--- config.mk ---
export PLATFORM = sky130hd
export DESIGN_NAME = wb_merge
export DESIGN_NICKNAME = d
export VERILOG_FILES = /design/src/rtl/wb_merge.sv
export SDC_FILE = /design/constraint.sdc
export NUM_CORES = 1
export LEC_CHECK = 0
export ABC_CLOCK_PERIOD_IN_PS = 2600
export CAP_MARGIN = 20
export CORE_ASPECT_RATIO = 0.7
export CORE_MARGIN = 5
export CORE_UTILIZATION = 50
export CTS_BUF_LIST = sky130_fd_sc_hd__clkbuf_4
export CTS_CLUSTER_DIAMETER = 100
export DETAILED_ROUTE_END_ITERATION = 10
export GPL_ROUTABILITY_DRIVEN = 0
export HOLD_SLACK_MARGIN = 0.1
export PLACE_DENSITY = 0.77
export SKIP_LAST_GASP = 1
export SLEW_MARGIN = 20
export SYNTH_ARGS = -nofsm -noshare
export SYNTH_HDL_FRONTEND = slang
export SYNTH_SLANG_ARGS = --single-unit
export TNS_END_PERCENT = 1
--- constraint.sdc ---
create_clock -name clk -period 2.6 [get_ports clk]
set_input_delay 0.39 -clock clk [delete_from_list [all_inputs] [get_ports clk]]
set_output_delay 0.39 -clock clk [all_outputs]
set_load 0.02 [all_outputs]
--- src/rtl/wb_merge.sv ---
// Writeback merge: arbitrates ALU results and queued LSU/MDU results onto one registered
// register-file write port, killing stale queued writes on same-register WAW.
module wb_merge #(
  parameter int XLEN  = 32,
  parameter int DEPTH = 4
) (
  input  logic            clk,
  input  logic            rst_n,
  input  logic            alu_valid,
  input  logic [4:0]      alu_rd,
  input  logic [XLEN-1:0] alu_data,
  input  logic            lsu_valid,
  output logic            lsu_ready,
  input  logic [4:0]      lsu_rd,
  input  logic [XLEN-1:0] lsu_data,
  output logic            wb_stall,
  output logic [31:0]     pend_mask,
  output logic            rf_we,
  output logic [4:0]      rf_waddr,
  output logic [XLEN-1:0] rf_wdata
);
  localparam int AW = $clog2(DEPTH);
  localparam int CW = AW + 1;
  localparam logic [CW-1:0] FULL_CNT  = CW'(DEPTH);
  localparam logic [CW-1:0] STALL_CNT = CW'(DEPTH - 1);
  localparam logic [AW-1:0] PTR_ONE   = AW'(1);

  logic [AW-1:0]   head_r, tail_r;
  logic [CW-1:0]   count_r, count_nxt_s;
  logic [DEPTH-1:0] live_r, live_nxt_s;
  logic [4:0]      rd_r   [DEPTH];
  logic [XLEN-1:0] data_r [DEPTH];

  logic            rf_we_r, stall_r;
  logic [4:0]      rf_waddr_r;
  logic [XLEN-1:0] rf_wdata_r;

  logic            lsu_ready_s, acc_s, alu_win_s, empty_s, head_live_s;
  logic            pop_s, bypass_s, enq_s, sel_s;
  logic [4:0]      sel_rd_s;
  logic [XLEN-1:0] sel_data_s;
  logic [31:0]     pend_s;

  assign lsu_ready_s = (count_r != FULL_CNT);
  assign empty_s     = (count_r == {CW{1'b0}});

  // Arbitration: ALU > queue head (live writes, killed pops silently) > empty-queue bypass.
  always_comb begin
    acc_s       = lsu_valid && lsu_ready_s;
    alu_win_s   = alu_valid && (alu_rd != 5'd0);
    head_live_s = !empty_s && live_r[head_r];
    pop_s       = !alu_win_s && !empty_s;
    bypass_s    = !alu_win_s && empty_s && acc_s && (lsu_rd != 5'd0);
    enq_s       = acc_s && (lsu_rd != 5'd0) && !bypass_s;
    sel_s       = 1'b0;
    sel_rd_s    = 5'd0;
    sel_data_s  = {XLEN{1'b0}};
    if (alu_win_s) begin
      sel_s      = 1'b1;
      sel_rd_s   = alu_rd;
      sel_data_s = alu_data;
    end else if (pop_s && head_live_s) begin
      sel_s      = 1'b1;
      sel_rd_s   = rd_r[head_r];
      sel_data_s = data_r[head_r];
    end else if (bypass_s) begin
      sel_s      = 1'b1;
      sel_rd_s   = lsu_rd;
      sel_data_s = lsu_data;
    end else begin
      sel_s      = 1'b0;
    end
    count_nxt_s = count_r + CW'(enq_s) - CW'(pop_s);
  end

  // Live bits: WAW kill on ALU win, cleared on pop, set on enqueue; pending mask from live entries.
  always_comb begin
    live_nxt_s = live_r;
    pend_s     = 32'd0;
    for (int i = 0; i < DEPTH; i++) begin
      live_nxt_s[i] = (alu_win_s && (rd_r[i] == alu_rd)) ? 1'b0 : live_r[i];
      pend_s        = pend_s | (live_r[i] ? (32'd1 << rd_r[i]) : 32'd0);
    end
    live_nxt_s[head_r] = pop_s ? 1'b0 : live_nxt_s[head_r];
    live_nxt_s[tail_r] = enq_s ? 1'b1 : live_nxt_s[tail_r];
  end

  // Queue state: pointers, occupancy, entry storage.
  always_ff @(posedge clk or negedge rst_n) begin
    if (!rst_n) begin
      head_r  <= {AW{1'b0}};
      tail_r  <= {AW{1'b0}};
      count_r <= {CW{1'b0}};
      live_r  <= {DEPTH{1'b0}};
      for (int i = 0; i < DEPTH; i++) begin
        rd_r[i]   <= 5'd0;
        data_r[i] <= {XLEN{1'b0}};
      end
    end else begin
      count_r <= count_nxt_s;
      live_r  <= live_nxt_s;
      if (pop_s) begin
        head_r <= head_r + PTR_ONE;
      end
      if (enq_s) begin
        tail_r         <= tail_r + PTR_ONE;
        rd_r[tail_r]   <= lsu_rd;
        data_r[tail_r] <= lsu_data;
      end
    end
  end

  // Registered write port and stall; address/data hold on idle cycles.
  always_ff @(posedge clk or negedge rst_n) begin
    if (!rst_n) begin
      rf_we_r    <= 1'b0;
      rf_waddr_r <= 5'd0;
      rf_wdata_r <= {XLEN{1'b0}};
      stall_r    <= 1'b0;
    end else begin
      rf_we_r <= sel_s;
      stall_r <= (count_nxt_s >= STALL_CNT);
      if (sel_s) begin
        rf_waddr_r <= sel_rd_s;
        rf_wdata_r <= sel_data_s;
      end
    end
  end

  assign lsu_ready = lsu_ready_s;
  assign pend_mask = pend_s;
  assign wb_stall  = stall_r;
  assign rf_we     = rf_we_r;
  assign rf_waddr  = rf_waddr_r;
  assign rf_wdata  = rf_wdata_r;
endmodule

Yosys cells after proc, flatten, opt, wreduce, memory -nomap -nowiden
Index checks and enable logic that the tools add are counted.

Flip-flop bits (word level): 198. Output and inout port bits: 72.

$add $sub $neg: 4. $lt $le $gt $ge: 8. Equal/unequal tests: 5. Shifts and indexed selects: 4. Muxes and demuxes: 43. Bitwise operators: 5. Reduce and logical (&&, ||, !) cells: 23.

Operators by type and width (number): 32-bit 2-to-1 mux (10); 128-bit bitwise mux (1); 1-bit by 5-bit << shifter with 32-bit output, first input constant (4); 32-bit bitwise OR (3); 32-bit binary-select mux with 2-bit select (1); 32-bit demux with 2-bit select (1); 5-bit 2-to-1 mux (6); 20-bit bitwise mux (1); 5-bit equality test (4); 1-bit logical AND (17); 1-bit 2-to-1 mux (14); 5-bit binary-select mux with 2-bit select (1); 5-bit demux with 2-bit select (1); 5-bit nonzero test (2); 4-bit bitwise mux (2); 1-bit binary-select mux with 2-bit select (3); 3-bit greater-or-equal comparator, second input constant (2); 2-bit by 3-bit less-than comparator with 1-bit output, second input constant (2); 2-bit inverter with 3-bit output (2); 2-bit by 1-bit adder with 2-bit output, second input constant (2); 1-bit demux with 2-bit select (2); 2-bit by 1-bit greater-or-equal comparator with 1-bit output, second input constant (2); 3-bit by 1-bit adder with 3-bit output (1); 3-bit by 2-bit greater-or-equal comparator with 1-bit output, second input constant (1); other kinds (5) (7).

Depth between registers and ports, before layout
Gate-level depths: netlist of run 1.

Word-level depth: 12. Mapped depth: 13.

Worst setup path after synthesis of run 1
OpenSTA, ideal clock, no wires.

Kind: in2reg. From: in alu_rd[0]. To: reg stall_r, in the netlist wb_stall. Setup time: 0.118 ns. Arrival time: 2.581 ns. Required time: 2.482 ns. Setup slack: -0.099 ns. Cell stages on the path: 13. Cells stage by stage: buf_2 -> nor2_1 -> a21oi_1 -> o311a_4 -> inv_6 -> ha_1 -> inv_1 -> ha_1 -> inv_1 -> fa_1 -> xnor2_1 -> xnor2_1 -> a21o_1.

Word-level cells in the longest chain between the ends: 11.

Ends and longest elaborated chain: from (decl) (line 10) `input logic [4:0] alu_rd,`; 5-bit nonzero test (*) (line 50) `alu_win_s = alu_valid && (alu_rd != 5'd0);`; 1-bit logical AND (*) (line 50); 1-bit zero test (*) (line 52, 53); 1-bit logical AND (3 in series) (line 53) `bypass_s = !alu_win_s && empty_s && acc_s && (lsu_rd != 5'd0);`; 1-bit zero test (line 54) `enq_s = acc_s && (lsu_rd != 5'd0) && !bypass_s;`; 1-bit logical AND (line 54); 3-bit by 1-bit adder with 3-bit output (line 73) `count_nxt_s = count_r + CW'(enq_s) - CW'(pop_s);`; 3-bit by 1-bit subtractor with 3-bit output (*) (line 73); named net count_nxt_s[2] (line 29) `logic [CW-1:0] count_r, count_nxt_s;`; 3-bit by 2-bit greater-or-equal comparator with 1-bit output (*) (line 122) `stall_r <= (count_nxt_s >= STALL_CNT);`; to (signal assigned) (line 122); to (decl) (line 34) `logic rf_we_r, stall_r;`.

The timed path passes the listed nets; every way through them passes the cells marked *. A chain may end at the register's enable or synchronous reset.

Worst setup path after layout of run 1
From: reg rd_r[15] (netlist name). To: out pend_mask[19].

Word-level cells in the longest chain between the ends: 5.

Ends and longest elaborated chain: from (decl) (line 31) `logic [4:0] rd_r [DEPTH];`; from (signal, indexed assignment) (line 107) `rd_r[tail_r] <= lsu_rd;`; 1-bit by 5-bit << shifter with 32-bit output (line 82) `pend_s = pend_s | (live_r[i] ? (32'd1 << rd_r[i]) : 32'd0);`; 32-bit 2-to-1 mux (line 82); 32-bit bitwise OR (3 in series) (line 82); to (decl) (line 17) `output logic [31:0] pend_mask,`.

No other way between the ends.

==> flow_summary.ini, run 1 <==
[layout]
regArea_um2 = 4970
finalNonFillerCells = 1360
multi_input_area_um2 = 5810
final_cell_area_um2 = 13800
layout-drive-gt1-share_pct = 33.7
area.growth.synth_to_final_pct = 23.4
nets = 1154
antenna_cells = 0
n_fill_cell = 1653

[run]
maxCapViolations = 0

[routing]
dr_wl_met2_mm = 13.1
drt-met1-wl_mm = 13.9
wirelength_mm = 30.5
drt_iter0_markers = 1122
ant_nets = 0
wl_met3_mm = 3.07
route.detailed.drc = 0
routed.top_layer = met4
routedWlPerCell_um = 22.5
vias = 8388
drt-pass1-iter-count = 8
avgViaCountPerCell = 6.17

[timing]
max_freq_mhz = 343
period_share_pct = 112
worst_pin_slew_ps = 760
rsz0062_at_grt = yes
maxSlewHeadroom_pct = 48.5
layout_setup_ws_ps = -316
whs_ps = 301
fin_tns_setup_ps = -3430
hold_viol_final = 0
fin_crit_ps = 2920
finalSetupViolations = 22
drv_slew = 0
final.setup_skew_ps = 26.4

[clock_tree]
htreeDepth = 4
cts_buffers = 17
clock_sinks = 198
cts_tree = built
postCtsSetupBuffers = 0
clk_pin_slew_ps = 160
clk_latency_ps = 610
cts-root-buf = clkbuf_4
max-clock-path-buffers = 2

[setup_path]
crit_end = pend_mask[19]
cp.arrival_ps = 2530
start_kind = flop
critical_path.startpoint = rd_r[15]
end_kind = output port
crit_type = flop to output port
worstPathRequired_ps = 2210
reg2reg_to = live_r[1]
reg2reg_from = rd_r[15]
reg2regPathDepth = 7
r2r_setup_slack_ps = 170
path_max_fanout = 7

[power]
power_density_nw_per_um2 = 1230
p_leak_nw = 5.74
peakVddDrop_v = 0.000569
finalPower_w = 0.0170

[grt]
gr-total-overflow = 0
grt_pass1_vias = 8557
antenna_found_initial = 0
grt_max_degree = 62
grt.total_usage_pct = 24.0
grt_pass1_wl_mm = 48.3

[floorplanning]
placementRows = 45
pin_count = 150
coreArea_um2 = 21800
die_area_um2 = 25500
die_w_um = 189
die_h_um = 135
start_util_pct = 51.1

[yosys]
ys_ff_latch = 198
synth_fp_nets = 962
netlist_instances = 873
syn-cell-area_um2 = 11200
yosys.cell_types.count = 58
async_reset_ff_share_pct = 100
synth_edf_count = 0
ys_seq_area_share_pct = 44.4
synthFlopType = dfrtp_1
synth_warnings = 0
synth_area_per_cell_um2 = 12.8

[run_status]
status = complete, but fails checks
violations = setup timing

[place]
placed_cells = 1327
dpl.hpwl_mm = 22.0
portBuffers = 149
placed_area_um2 = 13500

[hold_path]
min_path_type = primary input to async pin
critical path, cell delays in order, from the launching register on:
cell	delay, ps
dfrtp_1	500
nor2b_1	230
nor2b_2	320
a32oi_1	100
o211ai_1	120
clkdlybuf4s50_1	660
Yosys cell counts, types with 19 or more instances:
cell	instances	area [um2]
a31oi_1	31	194
dfrtp_1	198	4950
mux2_2	28	315
inv_1	19	71.3
mux4_2	38	856
nand2_1	58	218
clkbuf_1	24	90.1
nor2_1	58	218
nor2b_1	19	119
a22oi_1	38	285
mux2_4	120	1800
buf_6	19	214
xnor2_1	24	210
report_power, final:
group | switching, W | internal (W)
registers | 0.00130 | 0.00467
clock network | 0.00114 | 0.000419
logic | 0.00430 | 0.00515
state kept, by name (all words and copies together) (netlist names):
| register | cells |
|---|---|
| count_r | 3 |
| rf_wdata | 32 |
| live_r | 4 |
| rf_waddr | 5 |
| wb_stall | 1 |
| head_r | 2 |
| tail_r | 2 |
| rd_r | 20 |
| data_r | 128 |
| rf_we | 1 |
placed cells by master, fill, tap and decap left out, drive strengths merged, types with 10 or more instances in the layout:
master           n
clkdlybuf4s50  128
o211ai          12
o221ai          16
dfrtp          198
a22oi           38
xnor2           24
clkbuf          19
nand3           13
nand2           58
inv             29
dlygate4sd2     15
nor3            12
nor2            62
nor2b           19
a31oi           31
buf             87
a221o           12
mux2           148
nand2b          11
ha              10
mux4            38
metal layers:
layer  vias to the layer above  GRT usage, %
li1                       3693             -
met1                      4190          35.7
met4                         0          5.14
met2                       444          34.3
met5                         -             0
met3                        61          7.98
cells by family after synthesis:
family          Yosys count  synth area share (%)
mux                     186                  26.6
xor+xnor                 24                  1.88
flops                   198                  44.4
simple gates            191                  8.45
fa+ha+maj                11                  1.30
buf+inv                  85                  4.49
compound gates          178                  12.9
layout make-up:
| cell class | count | area share [%] |
|---|---|---|
| multi-input combinational | 590 | 42.2 |
| clock inverter | 14 | 0.835 |
| timing repair buffer | 237 | 16.8 |
| clock buffer | 18 | 0.980 |
| inverter | 21 | 0.626 |
| tap | 282 | 2.56 |
| sequential | 198 | 36.1 |
worst min-delay path by stage:
| stage | startpoint | end | slack [ps] | depth (start not counted) |
|---|---|---|---|---|
| CTS | rst_n | data_r[22] | 270 | 2 |
| floorplan | rst_n | count_r[0] | 90 | 0 |
| detailed placement | rst_n | rd_r[7] | 410 | 1 |
| finish | rst_n | rd_r[8] | 300 | 2 |
| global route | alu_data[23] | rf_wdata[23] | 270 | 3 |
| global placement | rst_n | data_r[123] | 410 | 1 |
metrics by stage:
stage	utilization, %	setup slack, ps
final	63.1	-316
after global routing	63.1	-365
after CTS	63.0	-277
after detailed placement	61.6	-454
after global placement	61.6	-411
after floorplan	-	-1.43
repair_timing:
action                                  in CTS  in global routing
hold buffers                                 1                  0
resized for setup                           36                 12
endpoints found under the setup margin      32                 32
hold endpoints to repair                    56                  0
Power figures use the tool's default switching activity.
==> run 2: changes to the inputs <==
--- a/config.mk
+++ b/config.mk
@@ -13,7 +13,7 @@
 export CTS_BUF_LIST = sky130_fd_sc_hd__clkbuf_4
 export CTS_CLUSTER_DIAMETER = 100
 export DETAILED_ROUTE_END_ITERATION = 10
-export GPL_ROUTABILITY_DRIVEN = 0
+export GPL_ROUTABILITY_DRIVEN = 1
 export HOLD_SLACK_MARGIN = 0.1
 export PLACE_DENSITY = 0.77
 export SKIP_LAST_GASP = 1
==> flow_summary.ini, run 2 (synthesis gave the netlist of run 1 again) <==
[run_status]
status = complete, but fails checks
violations = setup timing

[timing]
worst_pin_slew_ps = 697
finalSetupViolations = 24
final.setup_skew_ps = 21.4
drv_slew = 0
layout_setup_ws_ps = -223
fin_tns_setup_ps = -2010
rsz0062_at_grt = yes
period_share_pct = 109
maxSlewHeadroom_pct = 52.8
max_freq_mhz = 354
hold_viol_final = 0
fin_crit_ps = 2820

[floorplanning]
die_area_um2 = 25500
coreArea_um2 = 21800
pin_count = 150
die_h_um = 135
start_util_pct = 51.1
die_w_um = 189
placementRows = 45

[power]
power_density_nw_per_um2 = 1240
finalPower_w = 0.0172
peakVddDrop_v = 0.000613
p_leak_nw = 5.88

[clock_tree]
cts_tree = built
htreeDepth = 4
cts_buffers = 17
clk_pin_slew_ps = 150
cts-root-buf = clkbuf_4
max-clock-path-buffers = 2
clock_sinks = 198
clk_latency_ps = 590

[place]
placed_cells = 1347
portBuffers = 149
place_congestion = 0.981
dpl.hpwl_mm = 22.9

[grt]
grt.total_usage_pct = 25.1
antenna_found_initial = 0
grt_pass1_wl_mm = 50.6
grt_max_degree = 56
grt_pass1_vias = 8863
gr-total-overflow = 0

[routing]
avgViaCountPerCell = 6.12
drt-pass1-iter-count = 5
route.detailed.drc = 0
vias = 8449
drt_iter0_markers = 839
ant_nets = 0
routedWlPerCell_um = 22.8
wirelength_mm = 31.5

[run]
maxCapViolations = 0

[setup_path]
path_max_fanout = 5
end_kind = output port
slowest_delay_ps = 640
worstPathRequired_ps = 2210
cp.arrival_ps = 2430
crit_type = flop to output port
cpMaxStageDelayCell = clkdlybuf4s50_1
start_kind = flop
crit_chain = buf_4 -> nor2b_1 -> buf_4 -> a22oi_1 -> o221ai_1 -> clkdlybuf4s50_1
crit_top_cell = buf_4

[layout]
mostFrequentLayoutCells = dfrtp_1 (185), mux2_4 (120), clkdlybuf4s50_1 (119)
finalNonFillerCells = 1381
top_register = data_r
antenna_cells = 0
layout-drive-gt1-share_pct = 33.8
nets = 1176
n_fill_cell = 1661
largest_register_ffs = 128
area.growth.synth_to_final_pct = 24.8
layout_commonest_cell = dfrtp_1

[hold_path]
min_path_type = primary input to async pin
run 2: cell count changes in the layout (fill, tap and decap cells not counted), sizes merged:
cell           before  now
bufinv              0    2
clkdlybuf4s50     128  119
clkinv              5    9
buf                87  109
dlygate4sd2        15   25
dlymetal6s2s        5    4
clkinvlp            1    0
inv                29   23
run 2: path summary, 6_finish.rpt:
check                                   from       endpoint  slack (ps)  cells past startpoint
worst max-delay path                 rd_r[0]  pend_mask[14]        -220                      6
worst min-delay path                   rst_n   rf_wdata[28]         310                      2
worst max register to register      rd_r[16]      live_r[2]         200                      7
worst min register to register   rf_waddr[2]    rf_waddr[2]         510                      2
max in group asynchronous              rst_n      data_r[5]        1520                      3
min in group clk                alu_data[24]   rf_wdata[24]         350                      3
run 2: area by class of cell:
cell class | instances | area (um2) | area share, %
multi-input cells | 590 | 5770 | 41.4
flip-flops and latches | 198 | 4970 | 35.7
repair buffers | 259 | 2490 | 17.9
well taps | 282 | 353 | 2.53
clock buffers | 18 | 135 | 0.969
clock inverters | 13 | 133 | 0.951
inverters | 21 | 86.3 | 0.619
run 2: power by group:
part	leakage, nW	internal, W	switching, W
Clock	0.150	0.000576	0.00104
Sequential	2.34	0.00467	0.00124
Combinational	3.39	0.00528	0.00443
Total	5.88	0.0105	0.00671
run 2: critical path, delay by kind of cell (launching register included):
kind            cells  cell delay [ps]
compound gates      2              170
buf+inv             3             1010
flops               1              450
simple gates        1              210
run 2: timing repair:
action,4_1_cts,5_1_grt
hold buffers,1,0
endpoints found under the setup margin,32,32
buffers inserted,2,0
gates resized for setup,36,10
hold endpoints to repair,51,0
run 2: metrics by stage:
| step | hold WS [ps] | utilization [%] | instance area, um2 | setup WS, ps |
|---|---|---|---|---|
| floorplan | 94.4 | - | 11200 | -1.43 |
| global placement | 388 | 62.5 | 13600 | -425 |
| detailed placement | 383 | 62.5 | 13600 | -476 |
| CTS | 267 | 63.7 | 13900 | -276 |
| global route | 303 | 63.8 | 13900 | -359 |
| finish | 306 | 63.8 | 13900 | -223 |
run 2: routing by layer:
metal,wire [um],global-route usage [%],vias to the layer above
li1,-,-,3738
met1,14700,37.7,4273
met2,13400,36.0,417
met3,3090,7.60,21
met4,276,5.66,0
met5,0,0,-
